### config.mk
export PLATFORM = sky130hd
export DESIGN_NAME = sap_control_sequencer
export DESIGN_NICKNAME = d
export VERILOG_FILES = /design/src/rtl/sap_control_sequencer.sv
export SDC_FILE = /design/constraint.sdc
export NUM_CORES = 1
export LEC_CHECK = 0
export CORE_ASPECT_RATIO = 1.4
export CORE_MARGIN = 4
export CORE_UTILIZATION = 49
export CTS_BUF_LIST = sky130_fd_sc_hd__clkbuf_8
export CTS_CLUSTER_SIZE = 30
export DETAILED_ROUTE_END_ITERATION = 8
export HOLD_SLACK_MARGIN = 0.08
export PLACE_DENSITY = 0.87
export SETUP_SLACK_MARGIN = 0.2
export SYNTH_ARGS = -nofsm -noshare
export SYNTH_HDL_FRONTEND = slang
export SYNTH_SLANG_ARGS = --single-unit
export TNS_END_PERCENT = 1
### constraint.sdc
create_clock -name clk -period 3.23 [get_ports clk]
set_clock_uncertainty 0.1 [all_clocks]
set_input_delay 0.4845 -clock clk [delete_from_list [all_inputs] [get_ports clk]]
set_output_delay 0.4845 -clock clk [all_outputs]
set_load 0.005 [all_outputs]
### src/rtl/sap_control_sequencer.sv
// T-state sequencer for the 8-bit accumulator machine. It supports variable-length
// instructions, free-run and single-step modes, and a sticky halt.
module sap_control_sequencer #(
    parameter int CNT_W = 8
) (
    input  logic             clk,
    input  logic             clr,
    input  logic             run,
    input  logic             step,
    input  logic [3:0]       opcode,
    output logic             pc_out,
    output logic             pc_inc,
    output logic             mar_ld,
    output logic             ram_out,
    output logic             ir_ld,
    output logic             ir_out,
    output logic             acc_ld,
    output logic             acc_out,
    output logic             b_ld,
    output logic             alu_out,
    output logic             alu_sub,
    output logic             out_ld,
    output logic [2:0]       tstate,
    output logic             busy,
    output logic             halted,
    output logic             instr_done,
    output logic [CNT_W-1:0] retired
);

    typedef enum logic [2:0] {
        S_IDLE = 3'd0,
        S_T1   = 3'd1,
        S_T2   = 3'd2,
        S_T3   = 3'd3,
        S_T4   = 3'd4,
        S_T5   = 3'd5,
        S_T6   = 3'd6,
        S_HALT = 3'd7
    } state_t;

    localparam logic [3:0] OP_LDA = 4'b0000;
    localparam logic [3:0] OP_ADD = 4'b0001;
    localparam logic [3:0] OP_SUB = 4'b0010;
    localparam logic [3:0] OP_OUT = 4'b1110;
    localparam logic [3:0] OP_HLT = 4'b1111;

    state_t           r_state;
    logic             r_step_prev;
    logic [CNT_W-1:0] r_retired;

    logic w_busy;
    logic w_final;
    logic w_step_edge;
    logic w_is_alu;

    assign w_busy      = (r_state != S_IDLE) && (r_state != S_HALT);
    assign w_step_edge = step && !r_step_prev;
    assign w_is_alu    = (opcode == OP_ADD) || (opcode == OP_SUB);

    // Final T-state depends on the opcode: LDA ends in T5, ADD/SUB in T6, all else in T4.
    always_comb begin
        w_final = 1'b0;
        case (r_state)
            S_T4:    w_final = (opcode != OP_LDA) && !w_is_alu;
            S_T5:    w_final = (opcode == OP_LDA);
            S_T6:    w_final = w_is_alu;
            default: w_final = 1'b0;
        endcase
    end

    always_ff @(posedge clk or negedge clr) begin
        if (!clr) begin
            r_state     <= S_IDLE;
            r_step_prev <= 1'b0;
            r_retired   <= '0;
        end else begin
            r_step_prev <= step;
            case (r_state)
                S_IDLE: begin
                    if (run || w_step_edge) r_state <= S_T1;
                end
                S_HALT: r_state <= S_HALT;
                default: begin
                    if (w_final) begin
                        r_retired <= r_retired + CNT_W'(1);
                        if (opcode == OP_HLT) r_state <= S_HALT;
                        else if (run)         r_state <= S_T1;
                        else                  r_state <= S_IDLE;
                    end else begin
                        r_state <= state_t'(r_state + 3'd1);
                    end
                end
            endcase
        end
    end

    // Decode keeps at most one bus driver (*_out) active in any state.
    always_comb begin
        pc_out  = 1'b0;
        pc_inc  = 1'b0;
        mar_ld  = 1'b0;
        ram_out = 1'b0;
        ir_ld   = 1'b0;
        ir_out  = 1'b0;
        acc_ld  = 1'b0;
        acc_out = 1'b0;
        b_ld    = 1'b0;
        alu_out = 1'b0;
        alu_sub = 1'b0;
        out_ld  = 1'b0;
        case (r_state)
            S_T1: begin
                pc_out = 1'b1;
                mar_ld = 1'b1;
            end
            S_T2: pc_inc = 1'b1;
            S_T3: begin
                ram_out = 1'b1;
                ir_ld   = 1'b1;
            end
            S_T4: begin
                if ((opcode == OP_LDA) || w_is_alu) begin
                    ir_out = 1'b1;
                    mar_ld = 1'b1;
                end else if (opcode == OP_OUT) begin
                    acc_out = 1'b1;
                    out_ld  = 1'b1;
                end
            end
            S_T5: begin
                if (opcode == OP_LDA) begin
                    ram_out = 1'b1;
                    acc_ld  = 1'b1;
                end else if (w_is_alu) begin
                    ram_out = 1'b1;
                    b_ld    = 1'b1;
                end
            end
            S_T6: begin
                if (w_is_alu) begin
                    alu_out = 1'b1;
                    acc_ld  = 1'b1;
                    alu_sub = (opcode == OP_SUB);
                end
            end
            default: ;
        endcase
    end

    assign tstate     = r_state;
    assign busy       = w_busy;
    assign halted     = (r_state == S_HALT);
    assign instr_done = w_busy && w_final;
    assign retired    = r_retired;

endmodule

After elaboration in Yosys (flattened, before gate mapping)
Cells that the tools add are included.

Logic and storage cells: 59. Input bits: 8. Register bits: 12. Output and inout port bits: 26.

Multiplexer cells: 25. Bitwise gates (word level): 1. $add $sub $neg: 2. Equality and inequality tests: 13. Reduce and logical (&&, ||, !) cells: 15.

Operator list (count): 1-bit 2-to-1 mux (17); 3-bit equality test (second input constant) (4); 3-bit 2-to-1 mux (3); 8-bit by 1-bit adder with 8-bit output (second input constant) (1); 4-bit equality test (second input constant) (2); 3-bit by 2-bit equality test with 1-bit output (second input constant) (2); 1-bit one-hot mux with 2 select lines (3); 3-bit one-hot mux with 2 select lines (1); 4-bit by 1-bit equality test with 1-bit output (second input constant) (1); 4-bit by 2-bit equality test with 1-bit output (second input constant) (1); 1-bit logical AND (4); 4-bit logical NOT (1); 4-bit nonzero test (1); 3-bit by 1-bit adder with 3-bit output (second input constant) (1); 3-bit by 1-bit equality test with 1-bit output (second input constant) (1); 3-bit logical NOT (1); 1-bit logical OR (3); 3-bit != test (second input constant) (1); 1-bit one-hot mux with 3 select lines (1); 3-bit nonzero test (1); 1-bit logical NOT (2); 2-bit != test (second input constant) (1); 2-bit AND reduction (1); 2-bit OR reduction (1); 1-bit inverter (1).

Logic depth before layout (Yosys ltp)
Gate-level depths: netlist of the first run.

Depth in word-level cells: 7. Mapped depth: 9. Gate-level depth less buffers: 7.

Worst setup path before layout of the first run
No wires, ideal clock.

Path type: reg-to-output. Start: register r_state[0] (netlist: tstate[0]). End: output instr_done. Required time: 2645 ps. Setup slack: 1299 ps. Path buffers: 1. Cell stages (with the launch flop): 6. Data arrival time: 1346 ps. Cells stage by stage: dfrtp_1 > ha_1 > ha_1 > nand2b_1 > buf_2 > a31oi_4.

Cells in the longest elaborated chain, start to end: 3.

RTL lines: start: declaration (line 47) `state_t r_state;`; start signal: assignment (line 90) `r_state <= state_t'(r_state + 3'd1);`; 3-bit equality test, or another cell as far along (line 63) `case (r_state)`; 1-bit one-hot mux with 3 select lines / 1-bit logical AND (equally long branches) (line 63, 56); 1-bit logical AND (*) (line 153) `assign instr_done = w_busy && w_final;`; end: declaration (line 26) `output logic instr_done,`.

Mark *: on every way between the ends. The rest lies on a longest branch, timed or not.

Final worst setup path of the first run
Start: input opcode[3]. End: output instr_done.

Cells in the longest elaborated chain, start to end: 6.

RTL lines: start: declaration (line 10) `input logic [3:0] opcode,`; 4-bit by 1-bit equality test with 1-bit output / 4-bit by 2-bit equality test with 1-bit output (equally long branches) (line 58) `assign w_is_alu = (opcode == OP_ADD) || (opcode == OP_SUB);`; 1-bit logical OR (line 58); 1-bit logical NOT (line 64) `S_T4: w_final = (opcode != OP_LDA) && !w_is_alu;`; 1-bit logical AND (line 64); 1-bit one-hot mux with 3 select lines (*) (line 63); 1-bit logical AND (*) (line 153).

Marked as above.

==> results summary, run 1 <==
The run finished with clean final reports. The total global routing overflow is 0. After legalization and detailed placement, the total HPWL measured 1800 µm. The netlist area before placement is ~900 µm². For this run, the number of Yosys warnings is 0. CTS placed an instance of clkbuf_8 at the clock tree root. The first-pass GRT wire length is 3780 µm.

The cell count of the worst reg-to-reg path came out at 6. The core area came out at roughly 1800 µm². In this run the critical register-to-register path is captured at tstate[1]. The worst setup path is launched from an input pin. The violation count after the first detailed-route iteration is 10. The clock slew at the register clock pins of the worst setup and hold paths came out at 0.05 ns. The post-route netlist has about an eighth of its cells at a drive strength greater than 1.

The standard-cell row count is 18. The cell area power density is 688 nW/µm². TritonCTS built the clock tree. The remaining number of nets flagged by the antenna check after routing is 0.

The worst setup timing slack at the placement stage is 0.223 ns. The number of clock sinks seen by CTS came out at 12. The number of I/O port buffers is 33.

The data arrival at the endpoint of the critical path is 2.30 ns. The final critical delay including setup and external delays came out at 2.89 ns. The detailed-routed wire length on met2 is 1190 µm.

Summed over all cells, the static leakage comes to 0.631 nW. The path class of the tightest hold or removal check is reg -> reg. The largest individual stage delay along the critical path comes from the cell clkdlybuf4s50_1.

The global router's overall resource usage came out at about a fifth. The required time of the critical path is 2.65 ns. When the netlist entered floorplanning its net count stood at 109.

The setup total negative slack came out at 0 ns. The initial antenna violation count was 0. The number of pins with negative max-slew slack in the final report is 0. The max-cap check violation count is 0. Measured along the y axis, the die boundary spans 59.2 µm. The signal on the critical path passes through clkdlybuf4s50_1 -> a211o_1 -> nand2_1 -> a31oi_4 -> clkdlybuf4s50_1. The smallest setup slack after layout came out at 0.341 ns. The final net count came out at 145. For this run, the top clock speed supported by timing is 346 MHz. The final routed DRC violation total came out at 0. The largest net degree at the start of global routing is 13. The highest ir drop seen on vdd is 0.000467 V. The peak per-stage delay on the critical path came out at 0.60 ns. In this run the register-to-register setup slack is 1.19 ns. The startpoint of the lowest-slack register-to-register path is tstate[0].

For hold timing, the worst endpoint is retired[7]. The antenna diode instance count came out at 0. The detailed router placed 854 vias in this run.

The placed instance count is around 140. The floorplan step defined a die boundary enclosing 2640 µm². The utilization after layout is 74.3%. The total clock buffers created by CTS is 3. Once the floorplan was initialized, standard cells occupied 51.6% of the core. Counting stages on the worst path, the most repeated cell is clkdlybuf4s50_1.

The met3 wire length came out at 177 µm. The setup path with the least slack is of type in -> out. The number of levels in the clock H-tree came out at 1. After detailed routing, no signal wire sits above met4. The number of buffers on the longest clock path came out at 2. The met1 routed wirelength after detailed routing is 849 µm. In this run, post-CTS hold repair placed 0 buffers.

The wire length per cell after detailed routing came out at 15.1 µm. Relative to the synthesized area, the layout overhead comes to 44.0%. The total placed instance area is approximately 1300 µm². The number of distinct library cells after synthesis is 35. The cell count after synthesis is 94. The largest fanout on the critical path came out at 7.

The cell depth of the worst min-delay path came out at 1. STA classifies the critical path endpoint as a primary output. 34 I/O pins were placed.

Once layout is done, the placed cells without fillers occupy 1320 µm². The library cell used most frequently in the layout, excluding fill and tap cells, is clkdlybuf4s50_1. The number of synthesized register bits is 12. From left edge to right edge, the die measures 44.6 µm.

The total routed wirelength is 2240 µm. The sequential fraction of the synthesis area came out at 32.7%. The number of hold violations in the final report is 0. The first detailed-routing pass ran for 4 iterations. Setup repair after global routing left no endpoint under its margin. The transition at the pin with the smallest max-transition slack came out at 0.542 ns. The library cells used most frequently in the layout, excluding fill and tap cells, are clkdlybuf4s50_1, dfrtp_1, inv_1.

The hold path startpoint is retired[7]. Dividing the synthesized area by the synthesized cell count gives 9.77 µm². Dividing the detail-routed via count by the number of cells gives between 5 and 6. The final count of negative-setup-slack endpoints came out at 0. The number of global-route vias before repair is 866. Routability-driven placement finished with a final weighted congestion of 0.859. The insertion delay to the later sink of the worst-skew pair is between 0.2 and 0.25 ns. Measured against its own limit, the worst slew margin works out to between 60% and 70%. The number of non-filler instances in the completed layout is 148.

The post-route clock period utilization came out at between 80% and 90%.
[metal layers]
layer | GRT usage, % | up-vias
li1 | - | 413
met1 | 19.4 | 400
met2 | 34.1 | 36
met3 | 6.08 | 5
met4 | 8.19 | 0
met5 | 0 | -
[how the worst max path moves through the flow]
stage	slack, ns	cells after the start	from	endpoint
2_1_floorplan	1.30	5	tstate[0]	instr_done
3_3_place_gp	0.32	5	opcode[0]	instr_done
3_5_place_dp	0.22	5	opcode[0]	instr_done
4_1_cts	0.21	5	opcode[0]	instr_done
5_1_grt	0.24	5	opcode[3]	instr_done
6_report	0.34	5	opcode[3]	instr_done
[cells by family after synthesis]
kind of cell	Yosys count	synth area share, %
adder cells (fa/ha/maj)	7	9.54
AO/OA/AOI/OAI	18	18.0
AND/OR/NAND/NOR	33	23.0
XOR/XNOR	8	7.63
multiplexers	2	2.45
buffers and inverters	14	6.68
flip-flops	12	32.7
[Yosys cell counts]
library cell	count	area, µm²
and4b_1	1	10.0
o21ai_0	1	5.00
nand2_1	5	18.8
a22oi_1	1	7.51
inv_1	9	33.8
mux2_2	1	11.3
and3_1	4	25.0
xor2_1	8	70.1
a31o_2	2	17.5
a21oi_1	1	5.00
nand2_2	1	6.26
nand3_2	1	10.0
dfrtp_1	12	300
nor2_1	2	7.51
buf_4	1	7.51
ha_1	7	87.6
a221oi_1	1	8.76
a21o_1	1	7.51
nand2b_1	2	12.5
nor3b_1	2	15.0
mux2_1	1	11.3
a211o_1	3	26.3
a31oi_4	1	21.3
nor3_1	2	10.0
a211oi_1	1	7.51
a311oi_2	1	15.0
buf_2	4	20.0
nand4_1	1	6.26
and4_1	2	17.5
or2_2	1	6.26
a311oi_1	5	43.8
nor3b_4	1	18.8
or2b_1	1	7.51
and2b_1	2	15.0
nand3_1	5	25.0
[timing repair]
action | CTS | global route
setup endpoints to repair | 0 | 1
gates resized for setup | 0 | 4
buffers inserted | 0 | 2
[power by group]
part	leakage (nW)	switching, mW	internal [mW]
registers	0.149	0.0631	0.194
logic	0.460	0.228	0.293
clock network	0.0216	0.0502	0.0818
total	0.631	0.341	0.569
[critical path, delay by kind of cell]
kind | cells | cell delay, ns
simple gates | 1 | 0.20
buf+inv | 2 | 1.15
compound gates | 2 | 0.47
[registers in the layout (all words and copies together) (netlist names)]
| name | cells |
|---|---|
| r_step_prev | 1 |
| retired | 8 |
| tstate | 3 |
[through the flow]
stage | hold WS [ns] | power, mW
finish | 0.370 | 0.909
global route | 0.397 | 0.978
CTS | 0.376 | 0.910
detailed placement | 0.366 | 0.773
global placement | 0.356 | 0.762
floorplan | 0.0889 | 0.539
[layout make-up]
| cell class | instances | area (µm²) |
|---|---|---|
| well taps | 20 | 25.0 |
| multi-input cells | 68 | 564 |
| flip-flops and latches | 12 | 300 |
| inverters | 9 | 33.8 |
| fillers | 147 | 457 |
| repair buffers | 36 | 358 |
| clock buffers | 3 | 41.3 |
Power figures use the tool's default switching activity.
==> run 2: changes to the inputs <==
--- a/config.mk
+++ b/config.mk
@@ -7,12 +7,12 @@
 export LEC_CHECK = 0
 export CORE_ASPECT_RATIO = 1.4
 export CORE_MARGIN = 4
-export CORE_UTILIZATION = 49
+export CORE_UTILIZATION = 35
 export CTS_BUF_LIST = sky130_fd_sc_hd__clkbuf_8
-export CTS_CLUSTER_SIZE = 30
+export CTS_CLUSTER_SIZE = 16
 export DETAILED_ROUTE_END_ITERATION = 8
 export HOLD_SLACK_MARGIN = 0.08
-export PLACE_DENSITY = 0.87
+export PLACE_DENSITY = 0.66
 export SETUP_SLACK_MARGIN = 0.2
 export SYNTH_ARGS = -nofsm -noshare
 export SYNTH_HDL_FRONTEND = slang
==> run 2 against run 1 <==
  * Design area rose by 1.1%
  * Critical path depth did not move
  * Hold slack got worse by 0.0031 ns
  * Final cell count rose by 8.8%
  * Combinational power barely moved
  * Die area rose by 33%
  * Non-clock buffer count fell by 1
  * Routed wire length rose by 2.6%
  * Clock-buffer cell count did not move
  * Power rose by 0.49%
  * Setup slack got worse by 0.013 ns
  * First-iteration DRC count rose by 30%
==> results summary, run 2 (synthesis results as in run 1) <==
The post-synthesis to final-layout area growth is 45.6% (was 44.0%). The peak per-stage delay on the critical path came out at 0.55 ns (was 0.60 ns). The die outline area is 3520 µm² (was 2640 µm²). Unrepaired setup endpoints after global routing: false (unchanged).

The critical path capture point type is a primary output (unchanged). The total buffers and inverters traversed by the critical path came to 2 (unchanged). The number of clock sinks seen by CTS was 12 (unchanged). The number of pins with negative max-slew slack in the final report came out at 0 (unchanged).

The number of non-filler instances in the completed layout is 161 (was 148). The worst-path cell with the longest stage delay is clkdlybuf4s50_1 (unchanged). The number of levels in the clock H-tree is 1 (unchanged). The final critical delay including setup and external delays came out at 2.90 ns (was 2.89 ns).

Status: finished clean (unchanged). The insertion delay to the later sink of the worst-skew pair is 0.24 ns (about the same). The cell area power density came out at 683 nW/µm² (was 688 nW/µm²). The clock slew at the register clock pins of the worst setup and hold paths is 0.05 ns (about the same). The total routed wirelength is 2300 µm (was 2240 µm). The number of I/O pins is 34 (unchanged). The required time of the critical path came out at 2.65 ns (about the same). The share of layout cells above drive strength 1 was 12.6% (was 13.3%). The number of global-route vias before repair came out at 869 (was 866). Commonest cells after routing, fill and taps aside: clkdlybuf4s50_1, dfrtp_1, inv_1 (unchanged). The wire length per cell after detailed routing is 14.3 µm (was 15.1 µm). The cell repeated most along the worst path was clkdlybuf4s50_1 (unchanged). The largest fanout on the critical path came out at 7 (unchanged).

The total clock buffers created by CTS came out at 3 (unchanged). The utilization after layout came to 54.7% (was 74.3%). The initial antenna violation count came out at 0 (unchanged). The static leakage power came out at 0.629 nW (was 0.631 nW). The total iterations of the first detailed-routing run came out at 4 (unchanged).

The area taken by multi-input logic gates is 569 µm² (was 564 µm²). The vias per cell came out at 5.30 (was 5.77). The horizontal extent of the die is 51.3 µm (was 44.6 µm). The root cell of the clock tree is clkbuf_8 (unchanged). The placed instance count is 157 (was 143). The die span in y was 68.6 µm (was 59.2 µm).

The number of buffers on the longest clock path is 2 (unchanged). The maximum clock frequency came out at 344 MHz (was 346 MHz). The worst relative slew slack is 64.4% (was 63.8%). The first-pass GRT wire length is 3860 µm (was 3780 µm). The critical path start-end classification is in -> out (unchanged).

The final routed DRC violation total came out at 0 (unchanged). The violation count after the first detailed-route iteration is 13 (was 10). The final count of negative-setup-slack endpoints is 0 (unchanged). The flip-flop count of the largest register after layout came out at 8 (unchanged). The leading cell type in the layout, fill and taps excluded is clkdlybuf4s50_1 (unchanged). The area taken by flip-flops and latches is 300 µm² (unchanged). The remaining number of nets flagged by the antenna check after routing came out at 0 (unchanged).

The CTS tree is built (unchanged). The transition at the pin with the smallest max-transition slack is 0.532 ns (was 0.542 ns). The path class of the lowest-slack min-delay path was reg -> reg (unchanged).

The type of origin of the critical path is an input pin (unchanged). The largest net degree at the start of global routing came out at 13 (unchanged). The core area was 2440 µm² (was 1780 µm²). The effective utilization at floorplan is 37.6% (was 51.6%). The hold-fix buffer count after cts was 0 (unchanged).

The max-cap check violation count is 0 (unchanged). The total global routing overflow is 0 (unchanged). The global router's overall resource usage is 14.6% (was 19.0%).

The final net count came out at 144 (was 145). Worst-path cell chain: clkdlybuf4s50_1 -> nor3b_4 -> nand2_2 -> a31oi_4 -> clkdlybuf4s50_1 (was clkdlybuf4s50_1 -> a211o_1 -> nand2_1 -> a31oi_4 -> clkdlybuf4s50_1). The setup total negative slack came out at 0 ns (unchanged).

The data arrival at the endpoint of the critical path is 2.32 ns (was 2.30 ns). The number of fill cells in the layout is 231 (was 147). The number of I/O port buffers came out at 33 (unchanged). The number of hold violations in the final report came out at 0 (unchanged). The standard-cell row count came out at 21 (was 18). The antenna diode instance count is 0 (unchanged). The final RePlAce weighted congestion is 0.806 (was 0.859). The highest ir drop seen on vdd came out at 0.000335 V (was 0.000467 V).

The post-route clock period utilization came out at 89.9% (was 89.5%). The total placed instance area came out at 1270 µm² (was 1250 µm²). The area of all placed cells without fillers came to 1340 µm² (was 1320 µm²).

The total number of vias came out at 854 (unchanged). The kind of cell adding the most delay to the critical path is buffers and inverters (unchanged). The sum of net half-perimeters after detailed placement is 1800 µm (about the same).
[run 2: area by class of cell]
type | instances | share of cell area (%)
Inverter | 9 | 2.53
Multi-Input combinational cell | 68 | 42.6
Sequential cell | 12 | 22.5
Timing Repair Buffer | 35 | 26.2
Tap cell | 34 | 3.18
Clock buffer | 3 | 3.09
[run 2: metrics by stage]
step	power (mW)	setup slack [ns]	hold WS (ns)
after floorplan	0.539	1.30	0.0889
after global placement	0.768	0.288	0.361
after detailed placement	0.778	0.234	0.366
after CTS	0.920	0.233	0.372
after global routing	0.997	0.200	0.392
final	0.914	0.327	0.367
[run 2: report_power, final]
group          switching, mW  total, mW  internal [mW]
Clock                 0.0512      0.133         0.0818
Sequential            0.0687      0.262          0.193
Combinational          0.228      0.519          0.291
Total                  0.348      0.914          0.566
[run 2: repair_timing]
action / CTS / global route
gates resized for setup: 0 / 4
buffers inserted: 0 / 1
hold endpoints to repair: 0 / 0
setup endpoints to repair: 0 / 2
[run 2: path summary, 6_finish.rpt]
check | from | end | slack (ns) | cells after the start
max in group asynchronous | clr | tstate[2] | 2.18 | 1
hold reg to reg | retired[7] | retired[7] | 0.37 | 1
setup / recovery | opcode[2] | instr_done | 0.33 | 5
setup reg to reg | tstate[0] | retired[1] | 1.15 | 5
hold / removal | retired[7] | retired[7] | 0.37 | 1
min in group asynchronous | clr | retired[1] | 0.50 | 1
[run 2: worst reg2reg max path, cell delays in order (launching register included)]
cell,delay (ns)
dfrtp_1,0.46
ha_1,0.27
ha_1,0.24
nand2b_1,0.30
a31oi_4,0.26
mux2_1,0.34
[run 2: layer usage]
layer,vias to the layer above,share of wire [%],wire (µm),global-route usage [%]
li1,405,-,-,-
met1,404,42,971,15.7
met2,40,49,1120,26.9
met3,5,7.2,165,3.01
met4,0,1.9,44,6.89
met5,-,0,0,0
